`src/rtl/fetch_stage.sv`:
```
// fetch_stage: instruction fetch stage in front of decode and the immediate
// sign extender. Holds the PC, requests words from instruction memory, and
// latches each returned word into a decode-facing register. A valid/ready
// handshake goes toward decode, and a redirect path comes from execute.
// Optional feature macro: FETCH_HALT_EN. When it is defined, fetching HALT_WORD
// parks the stage in HALT until the next reset.
module fetch_stage #(
    parameter logic [31:0] RESET_PC  = 32'h0000_0000,
    parameter logic [31:0] HALT_WORD = 32'hFFFF_FFFF
) (
    input  logic        clk,
    input  logic        rst_n,
    output logic        imem_req,
    output logic [31:0] imem_addr,
    input  logic [31:0] imem_rdata,
    input  logic        imem_valid,
    input  logic        branch_taken,
    input  logic [31:0] branch_target,
    output logic        id_valid,
    input  logic        id_ready,
    output logic [31:0] id_instr,
    output logic [31:0] id_pc4,
    output logic [5:0]  id_opcode,
    output logic [4:0]  id_rs,
    output logic [4:0]  id_rt,
    output logic [4:0]  id_rd,
    output logic [4:0]  id_shamt,
    output logic [5:0]  id_funct,
    output logic [15:0] id_imm,
    output logic        halted
);

`ifdef FETCH_HALT_EN
    localparam logic HALT_EN = 1'b1;
`else
    localparam logic HALT_EN = 1'b0;
`endif

    localparam logic [1:0] S_IDLE  = 2'd0;
    localparam logic [1:0] S_FETCH = 2'd1;
    localparam logic [1:0] S_HOLD  = 2'd2;
    localparam logic [1:0] S_HALT  = 2'd3;

    logic [1:0]  state_q,  state_d;
    logic [31:0] pc_q,     pc_d;
    logic [31:0] instr_q,  instr_d;
    logic [31:0] pc4_q,    pc4_d;
    logic        valid_q,  valid_d;
    logic        halted_q, halted_d;
    logic        halt_hit;

    // A returned word is the halt encoding only when the feature is built in.
    assign halt_hit = HALT_EN && (imem_rdata == HALT_WORD);

    // Next-state logic: redirect beats any response or decode acceptance.
    always_comb begin
        // NOTE: every variable gets a default first so no path leaves one
        // unassigned, which would infer a latch.
        state_d  = state_q;
        pc_d     = pc_q;
        instr_d  = instr_q;
        pc4_d    = pc4_q;
        valid_d  = valid_q;
        halted_d = halted_q;
        case (state_q)
            S_IDLE: state_d = S_FETCH;
            S_FETCH: begin
                if (branch_taken) begin
                    pc_d    = branch_target & ~32'h3;
                    valid_d = 1'b0;
                end else if (imem_valid && halt_hit) begin
                    state_d  = S_HALT;
                    halted_d = 1'b1;
                end else if (imem_valid) begin
                    instr_d = imem_rdata;
                    pc4_d   = pc_q + 32'd4;
                    pc_d    = pc_q + 32'd4;
                    valid_d = 1'b1;
                    state_d = S_HOLD;
                end
            end
            S_HOLD: begin
                if (branch_taken) begin
                    pc_d    = branch_target & ~32'h3;
                    valid_d = 1'b0;
                    state_d = S_FETCH;
                end else if (id_ready) begin
                    valid_d = 1'b0;
                    state_d = S_FETCH;
                end
            end
            default: state_d = state_q;  // HALT: left only by reset
        endcase
    end

    // State and decode register, cleared asynchronously.
    always_ff @(posedge clk or negedge rst_n) begin
        if (!rst_n) begin
            state_q  <= S_IDLE;
            pc_q     <= RESET_PC;
            instr_q  <= 32'h0;
            pc4_q    <= 32'h0;
            valid_q  <= 1'b0;
            halted_q <= 1'b0;
        end else begin
            // NOTE: non-blocking assignments so every register samples the
            // pre-edge values, independent of statement order.
            state_q  <= state_d;
            pc_q     <= pc_d;
            instr_q  <= instr_d;
            pc4_q    <= pc4_d;
            valid_q  <= valid_d;
            halted_q <= halted_d;
        end
    end

    assign imem_req  = (state_q == S_FETCH);
    assign imem_addr = pc_q;
    assign id_valid  = valid_q;
    assign id_instr  = instr_q;
    assign id_pc4    = pc4_q;
    assign halted    = halted_q;

    assign id_opcode = instr_q[31:26];
    assign id_rs     = instr_q[25:21];
    assign id_rt     = instr_q[20:16];
    assign id_rd     = instr_q[15:11];
    assign id_shamt  = instr_q[10:6];
    assign id_funct  = instr_q[5:0];
    assign id_imm    = instr_q[15:0];

endmodule
```
`config.mk`:
```
export PLATFORM = sky130hd
export DESIGN_NAME = fetch_stage
export DESIGN_NICKNAME = d
export VERILOG_FILES = /design/src/rtl/fetch_stage.sv
export SDC_FILE = /design/constraint.sdc
export NUM_CORES = 1
export LEC_CHECK = 0
export ABC_CLOCK_PERIOD_IN_PS = 3090
export CAP_MARGIN = 20
export CELL_PAD_IN_SITES_DETAIL_PLACEMENT = 1
export CELL_PAD_IN_SITES_GLOBAL_PLACEMENT = 1
export CORE_AREA = 4 4 129 131
export DETAILED_ROUTE_END_ITERATION = 10
export DIE_AREA = 0 0 133 135
export GPL_TIMING_DRIVEN = 0
export HOLD_SLACK_MARGIN = 0.02
export PLACE_DENSITY_LB_ADDON = 0.1
export SLEW_MARGIN = 20
export SYNTH_ARGS = -nofsm -noshare
export SYNTH_HDL_FRONTEND = slang
export SYNTH_SLANG_ARGS = --single-unit
```
`constraint.sdc`:
```
create_clock -name clk -period 3.09 [get_ports clk]
set_input_delay 0.618 -clock clk [delete_from_list [all_inputs] [get_ports clk]]
set_output_delay 0.618 -clock clk [all_outputs]
set_load 0.05 [all_outputs]
```
After elaboration in Yosys (flattened, before gate mapping) --
Cells that the tools add are included.
Operators by class: add/subtract/negate cells 1, equal/unequal tests 7, mux-type cells 14, bitwise operators 1, reductions and logical operators 7
Operators with widths (count):
- $mux 32 | 3
- $pmux 32 s2 | 1
- $add 32x3->32 const B | 1
- $reduce_and 3->1 | 3
- $mux 2 | 4
- $pmux 2 s3 | 1
- $mux 1 | 4
- $ne 2x2->1 const B | 2
- $reduce_and 4->1 | 1
- $ne 3x1->1 const B | 1
- $ne 3x3->1 const B | 1
- $reduce_bool 3->1 | 1
- $eq 2x1->1 const B | 1
- $eq 2x2->1 const B | 1
- $logic_not 2->1 | 1
- $ne 2x1->1 const B | 1
- $pmux 1 s2 | 1
- $reduce_bool 2->1 | 1
- $not 1->1 | 1
Word-level totals: bits in registers 99, input bits 69, word-level logic and storage cells 35

Logic depth before layout (Yosys ltp) --
depth in word-level cells 4, mapped depth 8, mapped depth without buffers 7

Worst setup path after synthesis --
OpenSTA, ideal clock, no wires.
kind reg-to-reg, start register state_q[1], end register pc_q[23], in the netlist imem_addr[23], setup time 0.119 ns, arrival 2.201 ns, slack 0.771 ns, cell stages (with the launch flop) 9, buffers on the path 1, cell sequence dfrtp_1 > inv_1 > ha_1 > nor2b_1 > nor2_1 > o21bai_1 > buf_2 > a21oi_1 > o21a_1
Between the ends: word-level cells in the longest chain between the ends 3, elaborated cells on any way between the ends 7, classes of those cells 4 x eq/ne; 1 x mux; 2 x reduce/logical
RTL lines:
- start: declaration | line 44 | logic [1:0] state_q, state_d;
- start signal: assignment | line 108 | state_q <= state_d;
- $eq 2x1->1 *
- named net imem_req | line 13 | output logic imem_req,
- $ne 3x1->1 (no line) / $reduce_bool 2->1 (equally long branches)
- $reduce_and 3->1 (no line)
- end signal: assignment | line 109 | pc_q <= pc_d;
- end: declaration | line 45 | logic [31:0] pc_q, pc_d;
Mark *: on every way through the listed nets, which the timed path passes. The rest lies on a longest branch. A chain may end at the register's enable or synchronous reset.

Worst setup path after layout --
start register state_q[1], end register pc_q[24], in the netlist imem_addr[24]
Between the ends: word-level cells in the longest chain between the ends 3, elaborated cells on any way between the ends 7, classes of those cells 4 x eq/ne; 1 x mux; 2 x reduce/logical
RTL lines:
- $eq 2x1->1 / $eq 2x2->1 (equally long branches) | line 65 | case (state_q)
- $ne 3x1->1 (no line), or another cell as far along
- $reduce_and 3->1 (no line)
Several ways; a longest one is shown, not always the timed one.

==> metrics.txt <==
# TYPE chip_impl_metric gauge
chip_impl_info{name="run_status",value="finished, final reports clean"} 1
chip_impl_metric{name="top_level_ports",unit=""} 216
chip_impl_info{name="dr.max_layer_used",value="met4"} 1
chip_impl_metric{name="met3WireLength",unit="um"} 985
chip_impl_metric{name="drv.max_cap_violation_count",unit=""} 0
chip_impl_metric{name="cts_buffer_depth",unit=""} 2
chip_impl_info{name="most_frequent_standard_cell_in_the_layout_excluding_fill_and_tap_cells",value="sky130_fd_sc_hd__clkdlybuf4s50_1"} 1
chip_impl_metric{name="drt_wl_total",unit="um"} 18020
chip_impl_info{name="hp-class",value="input pin to asynchronous set/reset pin"} 1
chip_impl_metric{name="final_antenna_net_count",unit=""} 0
chip_impl_metric{name="gp_congestion",unit=""} 0.7956
chip_impl_metric{name="core_area",unit="mm2"} 0.01560
chip_impl_metric{name="cts_hold_bufs",unit=""} 0
chip_impl_metric{name="io_buffers",unit=""} 207
chip_impl_metric{name="synth.yosys.seq_area_share",unit="%"} 46.09
chip_impl_metric{name="worst_slew_margin_rel",unit="%"} 35.58
chip_impl_metric{name="area_occupied_by_multi_input_gates",unit="mm2"} 0.002232
chip_impl_metric{name="synth_edf_count",unit=""} 0
chip_impl_metric{name="timing.final.crit_share",unit="%"} 88.20
chip_impl_metric{name="place.detailed.hpwl",unit="um"} 14160
chip_impl_metric{name="grt_pass1_vias",unit=""} 4986
chip_impl_metric{name="cts_buffers",unit=""} 9
chip_impl_info{name="critical_path.endpoint_type",value="flip-flop"} 1
chip_impl_metric{name="routedWlPerCell",unit="um"} 18.66
chip_impl_metric{name="required",unit="ns"} 3.33
chip_impl_metric{name="yosys.area.top_type_share",unit="%"} 46.09
chip_impl_info{name="synth.top_cells.by_area",value="sky130_fd_sc_hd__dfrtp_1 (46%), sky130_fd_sc_hd__buf_4 (7.7%), sky130_fd_sc_hd__mux2_2 (7.2%), sky130_fd_sc_hd__nand2_1 (4.4%), sky130_fd_sc_hd__o21ai_0 (3.7%)"} 1
chip_impl_metric{name="synth.ff_latch_count",unit=""} 95
chip_impl_metric{name="synth.avg_cell_area",unit="um2"} 9.880
chip_impl_metric{name="final_core_utilization",unit="%"} 50.36
chip_impl_info{name="worstSetupPathType",value="flip-flop to flip-flop"} 1
chip_impl_metric{name="synth_cell_types",unit=""} 55
chip_impl_metric{name="die_area",unit="mm2"} 0.01796
chip_impl_metric{name="grt_first_pass_wirelength",unit="um"} 28030
chip_impl_metric{name="dr_wl_met2",unit="um"} 8740
chip_impl_info{name="yosys.area.top_type",value="sky130_fd_sc_hd__dfrtp_1"} 1
chip_impl_metric{name="drt_pass1_iterations",unit=""} 4
chip_impl_metric{name="met1_length",unit="um"} 8004
chip_impl_info{name="cts_tree",value="built"} 1
chip_impl_metric{name="max_clock_freq",unit="MHz"} 366.9
chip_impl_info{name="reg2reg_from",value="state_q[1]$_DFFE_PN0P_"} 1
chip_impl_metric{name="fill_count",unit=""} 1782
chip_impl_metric{name="num_antenna_cells",unit=""} 0
chip_impl_metric{name="ys_warn_count",unit=""} 0
chip_impl_metric{name="detail_route.iter0.violations",unit=""} 156
chip_impl_info{name="rsz0062_at_grt",value="false"} 1
chip_impl_metric{name="die_h",unit="um"} 135
chip_impl_info{name="setup.worst_path.start_class",value="flip-flop"} 1
chip_impl_metric{name="slew_violations",unit=""} 0
chip_impl_metric{name="initial_core_util",unit="%"} 33.07
chip_impl_metric{name="routed-via-count",unit=""} 4742
chip_impl_metric{name="cts_setup_buffers",unit=""} 0
chip_impl_metric{name="hold_violations",unit=""} 0
chip_impl_metric{name="max_slew.worst_pin.slew",unit="ns"} 0.9643
chip_impl_metric{name="avgViaCountPerCell",unit=""} 4.909
chip_impl_metric{name="post_cts.resized_instances",unit=""} 0
chip_impl_metric{name="clkLatencyLatePin",unit="ns"} 0.35
chip_impl_metric{name="grt_max_degree",unit=""} 63
chip_impl_metric{name="worst_clock_skew",unit="ns"} 0.007932
chip_impl_metric{name="die-width",unit="um"} 133
chip_impl_metric{name="core.rowCount",unit=""} 46
chip_impl_metric{name="drive_gt1_share",unit="%"} 16.67
chip_impl_info{name="ys_dominant_reg_cell",value="sky130_fd_sc_hd__dfrtp_1"} 1
chip_impl_metric{name="asr_flop_ratio_synth",unit="%"} 100.0
chip_impl_metric{name="path_max_fanout",unit=""} 10
chip_impl_info{name="critical_path.startpoint",value="state_q[1]$_DFFE_PN0P_"} 1
chip_impl_metric{name="path_clk_slew",unit="ns"} 0.07
chip_impl_metric{name="area.sequential",unit="mm2"} 0.002377
chip_impl_metric{name="post-route-drc-count",unit=""} 0
chip_impl_metric{name="post-route-min-period",unit="ns"} 2.725
chip_impl_metric{name="crit_arrival",unit="ns"} 2.96
chip_impl_metric{name="grt.overflow.total",unit=""} 0
chip_impl_metric{name="postSynthCellCount",unit=""} 522
chip_impl_metric{name="finalSetupViolations",unit=""} 0
chip_impl_metric{name="number_of_clock_sinks",unit=""} 95
chip_impl_metric{name="finish.net_count",unit=""} 818
chip_impl_metric{name="global_route.usage.total",unit="%"} 19.76
chip_impl_info{name="cts_root_buf",value="sky130_fd_sc_hd__clkbuf_16"} 1
chip_impl_metric{name="cts_max_level",unit=""} 3
chip_impl_info{name="layout.cells.most_common_list",value="sky130_fd_sc_hd__clkdlybuf4s50_1 (206), sky130_fd_sc_hd__dfrtp_1 (95), sky130_fd_sc_hd__nand2_1 (61)"} 1
chip_impl_metric{name="syn_area",unit="mm2"} 0.005157
chip_impl_metric{name="areaGrowthSynthToFinish",unit="%"} 52.30
chip_impl_metric{name="antenna_found_initial",unit=""} 0
[layout make-up]
type | instances | area share, %
plain buffers | 85 | 6.738
clock buffers | 14 | 3.488
clock inverters | 2 | 0.4779
inverters | 9 | 0.4301
multi-input cells | 337 | 28.42
flip-flops and latches | 95 | 30.26
well taps | 216 | 3.441
repair buffers | 208 | 26.74
[through the flow]
stage | setup TNS [ns] | hold slack (ns) | worst slack, ns | instance area, um2 | std cells
6_report | 0 | 0.1619 | 0.3646 | 7855 | 966
2_1_floorplan | 0 | 0.3224 | 0.7705 | 5172 | 526
5_1_grt | 0 | 0.1774 | 0.1945 | 7855 | 966
3_5_place_dp | 0 | 0.4739 | 0.1055 | 7543 | 950
3_3_place_gp | -226.37 | 0.4674 | -2.389 | 7515 | 949
4_1_cts | 0 | 0.1652 | 0.3979 | 7855 | 966
[final timing paths]
kind / endpoint / slack, ns / cells past startpoint
min reg2reg: id_pc4[12]$_DFFE_PN0P_ / 0.48 / 2
max reg2reg: imem_addr[24]$_DFFE_PN0P_ / 0.36 / 8
max in group asynchronous: id_pc4[13]$_DFFE_PN0P_ / 2.29 / 2
min in group clk: id_pc4[12]$_DFFE_PN0P_ / 0.48 / 2
min: id_pc4[3]$_DFFE_PN0P_ / 0.16 / 1
max: imem_addr[24]$_DFFE_PN0P_ / 0.36 / 8
[synth_stat cells (all sizes together), types with 2 or more instances]
master / n
dfrtp: 95
buf: 62
nand2: 62
o21ai: 39
mux2: 33
a21oi: 27
clkbuf: 23
nor2: 20
xor2: 18
nand3: 17
nand4: 12
o22a: 11
o22ai: 10
xnor2: 10
inv: 9
o21a: 9
a2bb2oi: 7
and3: 6
nor4: 5
and4: 4
ha: 4
nor3: 4
or3: 4
a31oi: 3
a32oi: 3
and2: 3
a21o: 2
a22oi: 2
a311oi: 2
nor2b: 2
o311ai: 2
or4: 2
[critical path: stages (launching register included)]
cell and delay, ns:
sky130_fd_sc_hd__dfrtp_1 0.40, sky130_fd_sc_hd__inv_1 0.08, sky130_fd_sc_hd__ha_1 0.21, sky130_fd_sc_hd__nor2b_1 0.35, sky130_fd_sc_hd__nor2_1 0.11, sky130_fd_sc_hd__o21bai_1 0.77
sky130_fd_sc_hd__buf_2 0.42, sky130_fd_sc_hd__a21oi_1 0.08, sky130_fd_sc_hd__o21a_1 0.20
[routing by layer]
| metal | global-route usage, % | up-vias |
|---|---|---|
| met5 | 0 | - |
| met4 | 6.236 | 0 |
| met3 | 3.502 | 19 |
| met2 | 33.83 | 177 |
| met1 | 25.51 | 2317 |
| li1 | - | 2229 |
[state kept, by name (all words and copies together) (netlist names)]
register,flops
id_instr,32
id_pc4,30
id_valid,1
imem_addr,30
state_q,2
[logic make-up after synthesis]
family,share of synthesized area [%]
mux,7.399
simple gates,14.53
buf+inv,10.92
xor+xnor,4.755
compound gates,15.26
fa+ha+maj,0.9704
other cells,0.07271
flops,46.09
Power is not shown: default switching activity piles up to over one toggle a cycle in this logic, so the estimate is an artifact.
